File: src/rtl/row_request_encoder.sv
// ============================================================================
// row_request_encoder
//
// Registered request encoder. This is the inverse of the row address decoder.
// Row clients raise level requests on `req`. The encoder picks one winner and
// presents it as a binary address (`adr`) plus a `select` strobe, which the
// decoder expands back into a one-hot `sel_x`. A one-hot copy of the winner is
// also driven on `grant`. A grant stays frozen until the consumer raises `ack`.
//
// Build option:
//   ROW_ENC_ROUND_ROBIN_EN defined   : round-robin search starting at a
//                                      pointer that advances past each
//                                      acknowledged row.
//   ROW_ENC_ROUND_ROBIN_EN undefined : fixed priority, where the lowest set
//                                      request index wins.
//
// Parameters:
//   N  - number of request lines (power of two)
//   AW - address width, log2(N)
//
// Ports:
//   clk     in   1   rising-edge clock
//   rst     in   1   synchronous active-high reset
//   req     in   N   per-row level requests
//   ack     in   1   consumer accepted current grant (used only while select=1)
//   adr     out  AW  encoded address of granted row (holds last value in IDLE)
//   select  out  1   grant valid strobe
//   grant   out  N   one-hot granted row, zero when select=0
//   pending out  1   registered OR of req
//
// Every output comes straight from a flop. No input reaches an output
// combinationally, so the decoder never sees glitches.
// ============================================================================
module row_request_encoder #(
    parameter int N  = 8,
    parameter int AW = 3
) (
    input  logic          clk,
    input  logic          rst,
    input  logic [N-1:0]  req,
    input  logic          ack,
    output logic [AW-1:0] adr,
    output logic          select,
    output logic [N-1:0]  grant,
    output logic          pending
);

    typedef enum logic {
        IDLE  = 1'b0,
        GRANT = 1'b1
    } state_t;

    state_t          state_q, state_d;
    logic [AW-1:0]   adr_q, adr_d;
    logic [N-1:0]    grant_q, grant_d;
    logic            select_q, select_d;
    logic            pending_q;

    logic [AW-1:0]   winner;
    logic            anyReq;

    // A single set bit, shifted into position to build the one-hot grant.
    localparam logic [N-1:0] ONE_HOT_BASE = {{(N-1){1'b0}}, 1'b1};

    assign anyReq = |req;

`ifdef ROW_ENC_ROUND_ROBIN_EN
    // Search pointer. It points one row past the last acknowledged grant.
    logic [AW-1:0] ptr_q, ptr_d;

    // Round-robin winner search. The scan starts at ptr_q and wraps.
    // Because N == 2**AW, the AW-bit sum wraps modulo N by itself.
    // The loop runs from the farthest offset down to offset 0. That way the
    // nearest set bit from ptr_q is the last assignment, and it wins.
    always_comb begin
        logic [AW-1:0] idx;
        winner = '0;
        idx    = '0;
        for (int k = N - 1; k >= 0; k--) begin
            idx = ptr_q + AW'(k);
            if (req[idx]) begin
                winner = idx;
            end
        end
    end
`else
    // Fixed-priority winner search: the lowest set index wins. The loop runs
    // downward, so the smallest index is the last assignment.
    always_comb begin
        winner = '0;
        for (int k = N - 1; k >= 0; k--) begin
            if (req[k]) begin
                winner = AW'(k);
            end
        end
    end
`endif

    // Next-state logic.
    // IDLE captures a winner as soon as any request is present.
    // GRANT freezes adr/grant until ack, then releases back to IDLE. This
    // forces select low for exactly one cycle between back-to-back grants.
    // ack is not examined in IDLE, so an ack held high cannot pre-acknowledge
    // the next grant.
    always_comb begin
        state_d  = state_q;
        adr_d    = adr_q;
        grant_d  = grant_q;
        select_d = select_q;
`ifdef ROW_ENC_ROUND_ROBIN_EN
        ptr_d    = ptr_q;
`endif
        case (state_q)
            IDLE: begin
                if (anyReq) begin
                    adr_d    = winner;
                    grant_d  = ONE_HOT_BASE << winner;
                    select_d = 1'b1;
                    state_d  = GRANT;
                end
            end
            GRANT: begin
                if (ack) begin
                    select_d = 1'b0;
                    grant_d  = '0;
                    state_d  = IDLE;
`ifdef ROW_ENC_ROUND_ROBIN_EN
                    // Advance past the served row. The AW-bit add wraps N-1 to 0.
                    ptr_d    = adr_q + AW'(1);
`endif
                end
            end
            default: begin
                state_d  = IDLE;
                select_d = 1'b0;
                grant_d  = '0;
            end
        endcase
    end

    // State and output registers.
    // Reset takes priority over everything, including an active grant and any
    // request present in the same cycle. pending tracks req every cycle.
    always_ff @(posedge clk) begin
        if (rst) begin
            state_q   <= IDLE;
            adr_q     <= '0;
            grant_q   <= '0;
            select_q  <= 1'b0;
            pending_q <= 1'b0;
`ifdef ROW_ENC_ROUND_ROBIN_EN
            ptr_q     <= '0;
`endif
        end else begin
            state_q   <= state_d;
            adr_q     <= adr_d;
            grant_q   <= grant_d;
            select_q  <= select_d;
            pending_q <= anyReq;
`ifdef ROW_ENC_ROUND_ROBIN_EN
            ptr_q     <= ptr_d;
`endif
        end
    end

    assign adr     = adr_q;
    assign select  = select_q;
    assign grant   = grant_q;
    assign pending = pending_q;

endmodule

File: config.mk
export PLATFORM = sky130hd
export DESIGN_NAME = row_request_encoder
export DESIGN_NICKNAME = d
export VERILOG_FILES = /design/src/rtl/row_request_encoder.sv
export SDC_FILE = /design/constraint.sdc
export NUM_CORES = 1
export LEC_CHECK = 0
export ABC_AREA = 1
export CAP_MARGIN = 20
export CORE_MARGIN = 4
export CORE_UTILIZATION = 24
export DETAILED_ROUTE_END_ITERATION = 10
export SLEW_MARGIN = 5
export SYNTH_ARGS = -nofsm -noshare
export SYNTH_HDL_FRONTEND = slang
export SYNTH_SLANG_ARGS = --single-unit
File: constraint.sdc
create_clock -name clk -period 1.6 [get_ports clk]
set_clock_uncertainty 0.15 [all_clocks]
set_input_delay 0.32 -clock clk [delete_from_list [all_inputs] [get_ports clk]]
set_output_delay 0.32 -clock clk [all_outputs]
set_load 0.01 [all_outputs]
After elaboration in Yosys (flattened, before gate mapping)
Index checks and enable logic that the tools add are counted.

Equality and inequality tests: 2. Shifts and indexed selects: 1. Mux-type cells: 17. Bitwise logic cells: 1. Reduce and logical (&&, ||, !) cells: 3.

Operators with widths (count): 3-bit two-way mux (8); 8-bit two-way mux (2); 8-bit one-hot mux with 2 select lines (1); 8-bit OR reduction (1); 1-bit by 3-bit left shift with 8-bit output (first input constant) (1); 1-bit two-way mux (4); 2-bit != test (second input constant) (2); 1-bit one-hot mux with 2 select lines (2); 2-bit AND reduction (2); 1-bit NOT (1).

Flip-flop bits (word level): 14. Bits of input ports: 11. Output and inout bits: 13. Logic and storage cells: 29.

Longest topological paths before layout
Gate-level depths: netlist of the first run.

Depth in word-level cells: 11. Gate-level depth with buffers: 10. Depth with buffers taken out: 10.

Worst setup path after synthesis of the first run
No wires, ideal clock.

Path kind: input-to-reg. From: input port req[6]. To: register adr_q[2] (netlist: adr[2]). Library setup time: 128 ps. Arrival: 958 ps. Data required time: 1322 ps. Slack: 364 ps. Stages on the path: 7. Path buffers: 0. Path through: inv_1 > nand4_1 > nor2_4 > nor2_1 > inv_1 > a21oi_1 > nor2_1.

Word-level cells in the longest chain between the ends: 7. Elaborated cells between the ends (all ways): 9. Those cells by class: mux: 7; reduce/logical: 2.

RTL lines: start, declared (line 40) `input logic [N-1:0] req,`; 3-bit two-way mux (7 in a row) (line 92) `if (req[k]) begin`; end signal, assigned (line 156) `adr_q <= adr_d;`; end, declared (line 54) `logic [AW-1:0] adr_q, adr_d;`.

Parallel ways exist; a longest one is shown, timed or not. A chain may end at the register's enable or synchronous reset.

Worst setup path in the final report of the first run
From: input port req[1]. To: register grant_q[0] (netlist: grant[0]).

Word-level cells in the longest chain between the ends: 5. Elaborated cells between the ends (all ways): 8. Those cells by class: eq/ne: 1; shift: 1; mux: 4; reduce/logical: 2.

RTL lines: 3-bit two-way mux (2 in a row) (line 92); 1-bit by 3-bit left shift with 8-bit output (line 117) `grant_d = ONE_HOT_BASE << winner;`; 8-bit two-way mux (line 115) `if (anyReq) begin`; 8-bit one-hot mux with 2 select lines (line 113) `case (state_q)`; end signal, assigned (line 157) `grant_q <= grant_d;`; end, declared (line 55) `logic [N-1:0] grant_q, grant_d;`.

Parallel ways exist; a longest one is shown, timed or not. The select of a mux whose other input is x is not followed.

==> results of run 1 <==
power breakdown:
part           switching [mW]  leakage (nW)  internal [mW]
clock network           0.119        0.0210          0.138
logic                  0.0703         0.322         0.0695
registers             0.00841         0.115          0.363
total                   0.198         0.458          0.571
registers in the layout, summed over array words and instances, names as in the netlist:
register,flops
select,1
state_q,1
adr,3
pending,1
grant,8
cell families (layout without fill, tap and decap cells):
group                  Yosys count  after routing  share of synthesized area (%)
flip-flops                      14             14                          44.62
buffers and inverters           13             46                          7.768
AND/OR/NAND/NOR                 40             40                          34.06
AO/OA/AOI/OAI                   17             17                          13.55
synthesized netlist by cell type:
| master | n | area, um2 |
|---|---|---|
| nor2_1 | 5 | 18.77 |
| nand3_1 | 4 | 20.02 |
| nand4_1 | 5 | 31.28 |
| a21oi_1 | 14 | 70.07 |
| and2_2 | 1 | 7.510 |
| nor2_4 | 3 | 33.78 |
| clkbuf_1 | 1 | 3.750 |
| nand2_2 | 4 | 25.02 |
| or2_1 | 1 | 6.260 |
| inv_2 | 1 | 3.750 |
| o21ai_0 | 3 | 15.01 |
| nand2_4 | 1 | 11.26 |
| nand2_1 | 16 | 60.06 |
| dfxtp_1 | 14 | 280.3 |
| inv_1 | 11 | 41.29 |
metal layers:
metal,GRT usage (%),vias to the layer above
met2,15.62,17
met1,12.86,287
li1,-,338
met3,3.704,4
met5,0,-
met4,3.560,0
worst max path at each step:
stage               cells past startpoint  endpoint  startpoint
floorplan                               7    adr[2]      req[6]
global placement                        8    adr[2]      req[1]
detailed placement                      7  grant[5]      req[1]
CTS                                     7  grant[5]      req[1]
global route                           11  grant[4]      req[6]
finish                                  8  grant[0]      req[1]
worst max-delay path: cells and delay by family:
family,cells,cell delay [ns]
AO/OA/AOI/OAI,1,0.13
buffers and inverters,1,0.47
AND/OR/NAND/NOR,6,0.64
what timing repair did:
action,4_1_cts,5_1_grt
endpoints found under the setup margin,13,5
hold buffers,0,0
endpoints found under the hold margin,0,0
pin swaps,0,2
resized for setup,13,4
metrics by stage:
step	power [mW]	setup WS, ns	utilization [%]	area [um2]
global route	0.8110	-0.01005	39.34	974.7
finish	0.7691	0.09071	39.34	974.7
CTS	0.7754	0.08515	38.94	964.7
floorplan	0.4410	0.3639	-	628.1
global placement	0.5236	-0.1704	38.13	944.7
detailed placement	0.5261	-0.1994	38.13	944.7
layout by cell type (no fill, tap or decap), types with 3 or more instances in the layout:
| cell type | n |
|---|---|
| nor2_4 | 3 |
| nand4_1 | 5 |
| nor2_1 | 4 |
| clkdlybuf4s50_1 | 10 |
| dlygate4sd2_1 | 13 |
| nand3_1 | 4 |
| a21oi_1 | 13 |
| nand2_1 | 15 |
| inv_1 | 11 |
| nand2_2 | 5 |
| clkbuf_4 | 3 |
| o21ai_0 | 3 |
| buf_4 | 7 |
| dfxtp_1 | 14 |
final cells by class:
| cell class | instances | area share [%] |
|---|---|---|
| Multi-Input combinational cell | 57 | 31.71 |
| Sequential cell | 14 | 28.75 |
| Timing Repair Buffer | 30 | 27.34 |
| Inverter | 12 | 4.621 |
| Tap cell | 30 | 3.851 |
| Clock buffer | 4 | 3.723 |
==> flow_summary.json, run 1 <==
{
  "dp.cells": 143,
  "outcome": "complete, no violations",
  "p_leak_nw": 0.4580,
  "hold_fails_final_rpt": 0,
  "post-dp-hpwl_um": 1230,
  "grt_first_pass_wirelength_um": 2677,
  "hold_path.startpoint": "grant[1]",
  "synth.avg_cell_area_um2": 7.477,
  "achievable-frequency_mhz": 662.6,
  "cp_data_required_time_ns": 1.67,
  "worstHoldPathType": "reg -> reg",
  "dieArea_um2": 3499,
  "multi_input_area_um2": 309.0,
  "wl_met3_um": 90,
  "antenna_violating_nets_post_route": 0,
  "power.density_nw_per_um2": 789.1,
  "wl_per_cell_um": 10.89,
  "fillerInstances": 274,
  "critPathKind": "in -> reg",
  "detail_route.drc_violations": 0,
  "area.growth.synth_to_final_pct": 55.18,
  "top_level_ports": 24,
  "stdcell_count": 147,
  "initialDrtViolationCount": 9,
  "reg2reg_end": "grant[0]",
  "cpMaxStageDelayCell": "clkdlybuf4s50_1",
  "crit_path_start_kind": "primary input",
  "finalCritPeriodShare_pct": 94.33,
  "clock-sinks": 14,
  "std_cell_rows": 18,
  "cp_cell_sequence": "clkdlybuf4s50_1, nor2_4, nand2_2, nor2_4, nand2_2, nand2_4, nand2_1, a21oi_2",
  "setup_violations": 0,
  "largest_net_degree_at_the_start_of_global_routing": 10,
  "gpl.final_weighted_congestion": 0.7098,
  "finalHoldWorstSlack_ns": 0.3136,
  "ctsRootBufferMaster": "clkbuf_4",
  "share_of_synthesized_area_occupied_by_flip_flops_and_latches_pct": 44.62,
  "drtPass1Iterations": 4,
  "post_cts_setup_bufs": 0,
  "tightestPinTransition_ns": 0.2033,
  "vdd.ir_drop.worst_v": 0.0004486,
  "seq_cell_area_um2": 280.3,
  "overflow": 0,
  "ys.warnings.count": 0,
  "synth_cells": 84,
  "clock_tree.buffer_depth": 2,
  "endpoint_with_the_worst_hold_slack": "grant[1]",
  "max_cap_violations": 0,
  "initial_utilization_pct": 25.35,
  "number_of_antenna_violations_at_the_first_check_in_global_routing": 0,
  "clock_tree_from_tritoncts": "yes",
  "die_height_um": 59.16,
  "cts_htree_levels": 1,
  "met1_length_um": 696,
  "final_layout_size_suffix_gt1_share_pct": 20.51,
  "num_antenna_cells": 0,
  "number_of_library_cell_types_mapped_by_synthesis": 15,
  "syn_area_um2": 628.1,
  "route.vias.total": 646,
  "ys_seq_elements": 14,
  "r2r_setup_slack_ns": 0.33,
  "syn-num-nets": 95,
  "clk_slew_on_worst_s_h_paths_ns": 0.09,
  "drv_slew": 0,
  "timing.reg2reg.worst_path_depth": 5,
  "number_of_global_route_vias_before_repair": 635,
  "port-buffer-count": 23,
  "highest-signal-layer": "met4",
  "die_width_um": 59.16,
  "critical_path_arrival_ns": 1.58,
  "final_net_count": 129,
  "route.detailed.vias_per_inst": 4.395,
  "worst_skew_pair.late_latency_ns": 0.28,
  "wl_met2_um": 794,
  "crit_path_end_kind": "flip-flop",
  "critical_path.max_fanout": 9,
  "layout_min_cycle_time_ns": 1.509,
  "fin_setup_tns_ns": 0,
  "postRouteWirelength_um": 1601,
  "crit-reg2reg-launch": "state_q",
  "cts_buffers": 3,
  "max_slew_margin_pct": 86.41,
  "design.core.area_um2": 2477,
  "cpPeakStageDelay_ns": 0.47,
  "worst_hold_path.num_cells": 2,
  "grt_use_total_pct": 10.09
}
Power figures use the tool's default switching activity.
==> inputs of run 2 (changes only) <==
--- a/config.mk
+++ b/config.mk
@@ -6,7 +6,9 @@
 export NUM_CORES = 1
 export LEC_CHECK = 0
 export ABC_AREA = 1
+export ABC_CLOCK_PERIOD_IN_PS = 1800
 export CAP_MARGIN = 20
+export CORE_ASPECT_RATIO = 0.6
 export CORE_MARGIN = 4
 export CORE_UTILIZATION = 24
 export DETAILED_ROUTE_END_ITERATION = 10
==> constraint.sdc (replaced) <==
create_clock -name clk -period 1.8 [get_ports clk]
set_clock_uncertainty 0.15 [all_clocks]
set_input_delay 0.36 -clock clk [delete_from_list [all_inputs] [get_ports clk]]
set_output_delay 0.36 -clock clk [all_outputs]
set_load 0.01 [all_outputs]
==> run 2 against run 1 <==
Cell area stayed put. Hold slack better by 0.00090 ns. Critical endpoint is now grant[4]. Flip-flop and latch count is the same. Critical path depth decreased by 7.
==> flow_summary.json, run 2 (synthesized netlist as in run 1, its figures left out) <==
{
  "outcome": "complete, no violations",
  "largest_net_degree_at_the_start_of_global_routing": 10,
  "preCtsSetupSlack_ns": -0.08371,
  "p_switching_mw": 0.1740,
  "initialDrtViolationCount": 21,
  "max_cap_violations": 0,
  "postRouteWirelength_um": 1557,
  "hold_fails_final_rpt": 0,
  "p_leak_nw": 0.3938,
  "route.detailed.vias_per_inst": 4.407,
  "grt_first_pass_wirelength_um": 2635,
  "std_cell_rows": 14,
  "cpPeakStageDelay_ns": 0.55,
  "layout.cells.most_common": "clkdlybuf4s50_1",
  "vdd.ir_drop.worst_v": 0.0003525,
  "post-dp-hpwl_um": 1235,
  "cp_data_required_time_ns": 1.29,
  "achievable-frequency_mhz": 612.3,
  "dieArea_um2": 3526,
  "critical_path.max_fanout": 2,
  "final_critical_path_setup_slack_ns": 0.1667,
  "fillerInstances": 260,
  "share_of_power_burned_in_the_clock_network_pct": 39.8,
  "cts_htree_levels": 1,
  "pwr-share-seq_pct": 44.0,
  "worst_setup_path_startpoint": "grant[4]",
  "crit-reg2reg-launch": "state_q",
  "number_of_global_route_vias_before_repair": 602,
  "hold_path.startpoint": "grant[6]",
  "clock_tree_from_tritoncts": "yes",
  "dp.cells": 141,
  "finalCritPeriodShare_pct": 90.74,
  "largest_register_ffs": 8,
  "top_level_ports": 24,
  "cts_buffers": 3,
  "clk_slew_on_worst_s_h_paths_ns": 0.06,
  "design.core.area_um2": 2505,
  "die_height_um": 47.63,
  "combinationalPowerShare_pct": 16.1,
  "power.density_nw_per_um2": 772.1,
  "mostFrequentLayoutCells": "clkdlybuf4s50_1 (23), nand2_1 (16), a21oi_1 (14), dfxtp_1 (14), inv_1 (11)",
  "antenna_violating_nets_post_route": 0,
  "overflow": 0,
  "setup_violations": 0,
  "final_core_util_pct": 38.91,
  "cpMaxStageDelayCell": "clkdlybuf4s50_1",
  "worstHoldPathType": "reg -> reg",
  "final_net_count": 125,
  "critical_path_arrival_ns": 1.12,
  "wl_per_cell_um": 10.74,
  "cp_cell_sequence": "clkdlybuf4s50_1",
  "ctsRootBufferMaster": "clkbuf_8",
  "fin_setup_tns_ns": 0,
  "gpl.final_weighted_congestion": 0.8037,
  "stdcell_count": 145,
  "critPathKind": "reg -> out",
  "grt_use_total_pct": 10.26,
  "post_cts_setup_bufs": 0,
  "buffers_inverters_on_critical_path": 1,
  "crit_path_end_kind": "output port",
  "initial_utilization_pct": 25.07,
  "detail_route.drc_violations": 0,
  "area.growth.synth_to_final_pct": 55.18,
  "drtPass1Iterations": 4,
  "worst_skew_pair.late_latency_ns": 0.24,
  "layout_min_cycle_time_ns": 1.633,
  "path_delay_family": "buffers and inverters",
  "crit_path_start_kind": "flip-flop",
  "clock-sinks": 14,
  "swShare_pct": 23.12,
  "clock_tree.buffer_depth": 2,
  "num_antenna_cells": 0,
  "internal-power_mw": 0.5786,
  "drv_slew": 0,
  "route.vias.total": 639,
  "die_width_um": 74.05,
  "tightestPinTransition_ns": 0.3269,
  "number_of_antenna_violations_at_the_first_check_in_global_routing": 0,
  "grt_setup_unrepaired": "false",
  "port-buffer-count": 23,
  "max_slew_margin_pct": 78.21,
  "final_layout_size_suffix_gt1_share_pct": 15.93
}
-- run 2: cell types whose count changed in the layout (fill, tap and decap cells not counted), sizes merged --
cell | before | now
dlygate4sd2 | 13 | 0
clkdlybuf4s50 | 10 | 23
buf | 7 | 3
-- run 2: power groups by stage --
stage          logic (mW)  registers, mW  clock network (mW)
2_1_floorplan      0.0495          0.342                   0
3_3_place_gp        0.119          0.338                   0
3_5_place_dp        0.121          0.338                   0
4_1_cts             0.122          0.331               0.309
5_1_grt             0.136          0.333               0.324
6_report            0.121          0.331               0.300
-- run 2: final cells by class --
| type | count | area, um2 | share of cell area, % |
|---|---|---|---|
| flip-flops and latches | 14 | 280.3 | 28.75 |
| clock buffers | 4 | 55.05 | 5.648 |
| inverters | 12 | 45.04 | 4.621 |
| well taps | 32 | 40.04 | 4.108 |
| multi-input cells | 57 | 301.5 | 30.94 |
| repair buffers | 26 | 252.7 | 25.93 |
-- run 2: stage by stage --
stage | power [mW] | area [um2] | hold slack (ns)
6_report | 0.7526 | 974.7 | 0.3145
5_1_grt | 0.7926 | 974.7 | 0.3346
4_1_cts | 0.7618 | 972.2 | 0.3176
3_5_place_dp | 0.4586 | 917.1 | 0.3080
3_3_place_gp | 0.4569 | 917.1 | 0.2985
2_1_floorplan | 0.3920 | 628.1 | 0.2791
-- run 2: worst paths after layout --
check	endpoint	slack, ns	depth (start not counted)
max	grant[4]	0.17	1
min	grant[6]	0.31	2
max reg2reg	grant[2]	0.55	5
min reg2reg	grant[6]	0.31	2
-- run 2: what timing repair did --
action | 4_1_cts | 5_1_grt
hold buffers | 0 | 0
resized for setup | 0 | 1
hold endpoints to repair | 0 | 0
endpoints found under the setup margin | 0 | 1
-- run 2: per-layer routing --
metal / routed length (um) / vias to the layer above / global-route usage, %
li1: - / 331 / -
met1: 772 / 289 / 13.13
met2: 651 / 19 / 14.96
met3: 133 / 0 / 6.080
met4: 0 / 0 / 2.166
met5: 0 / - / 0
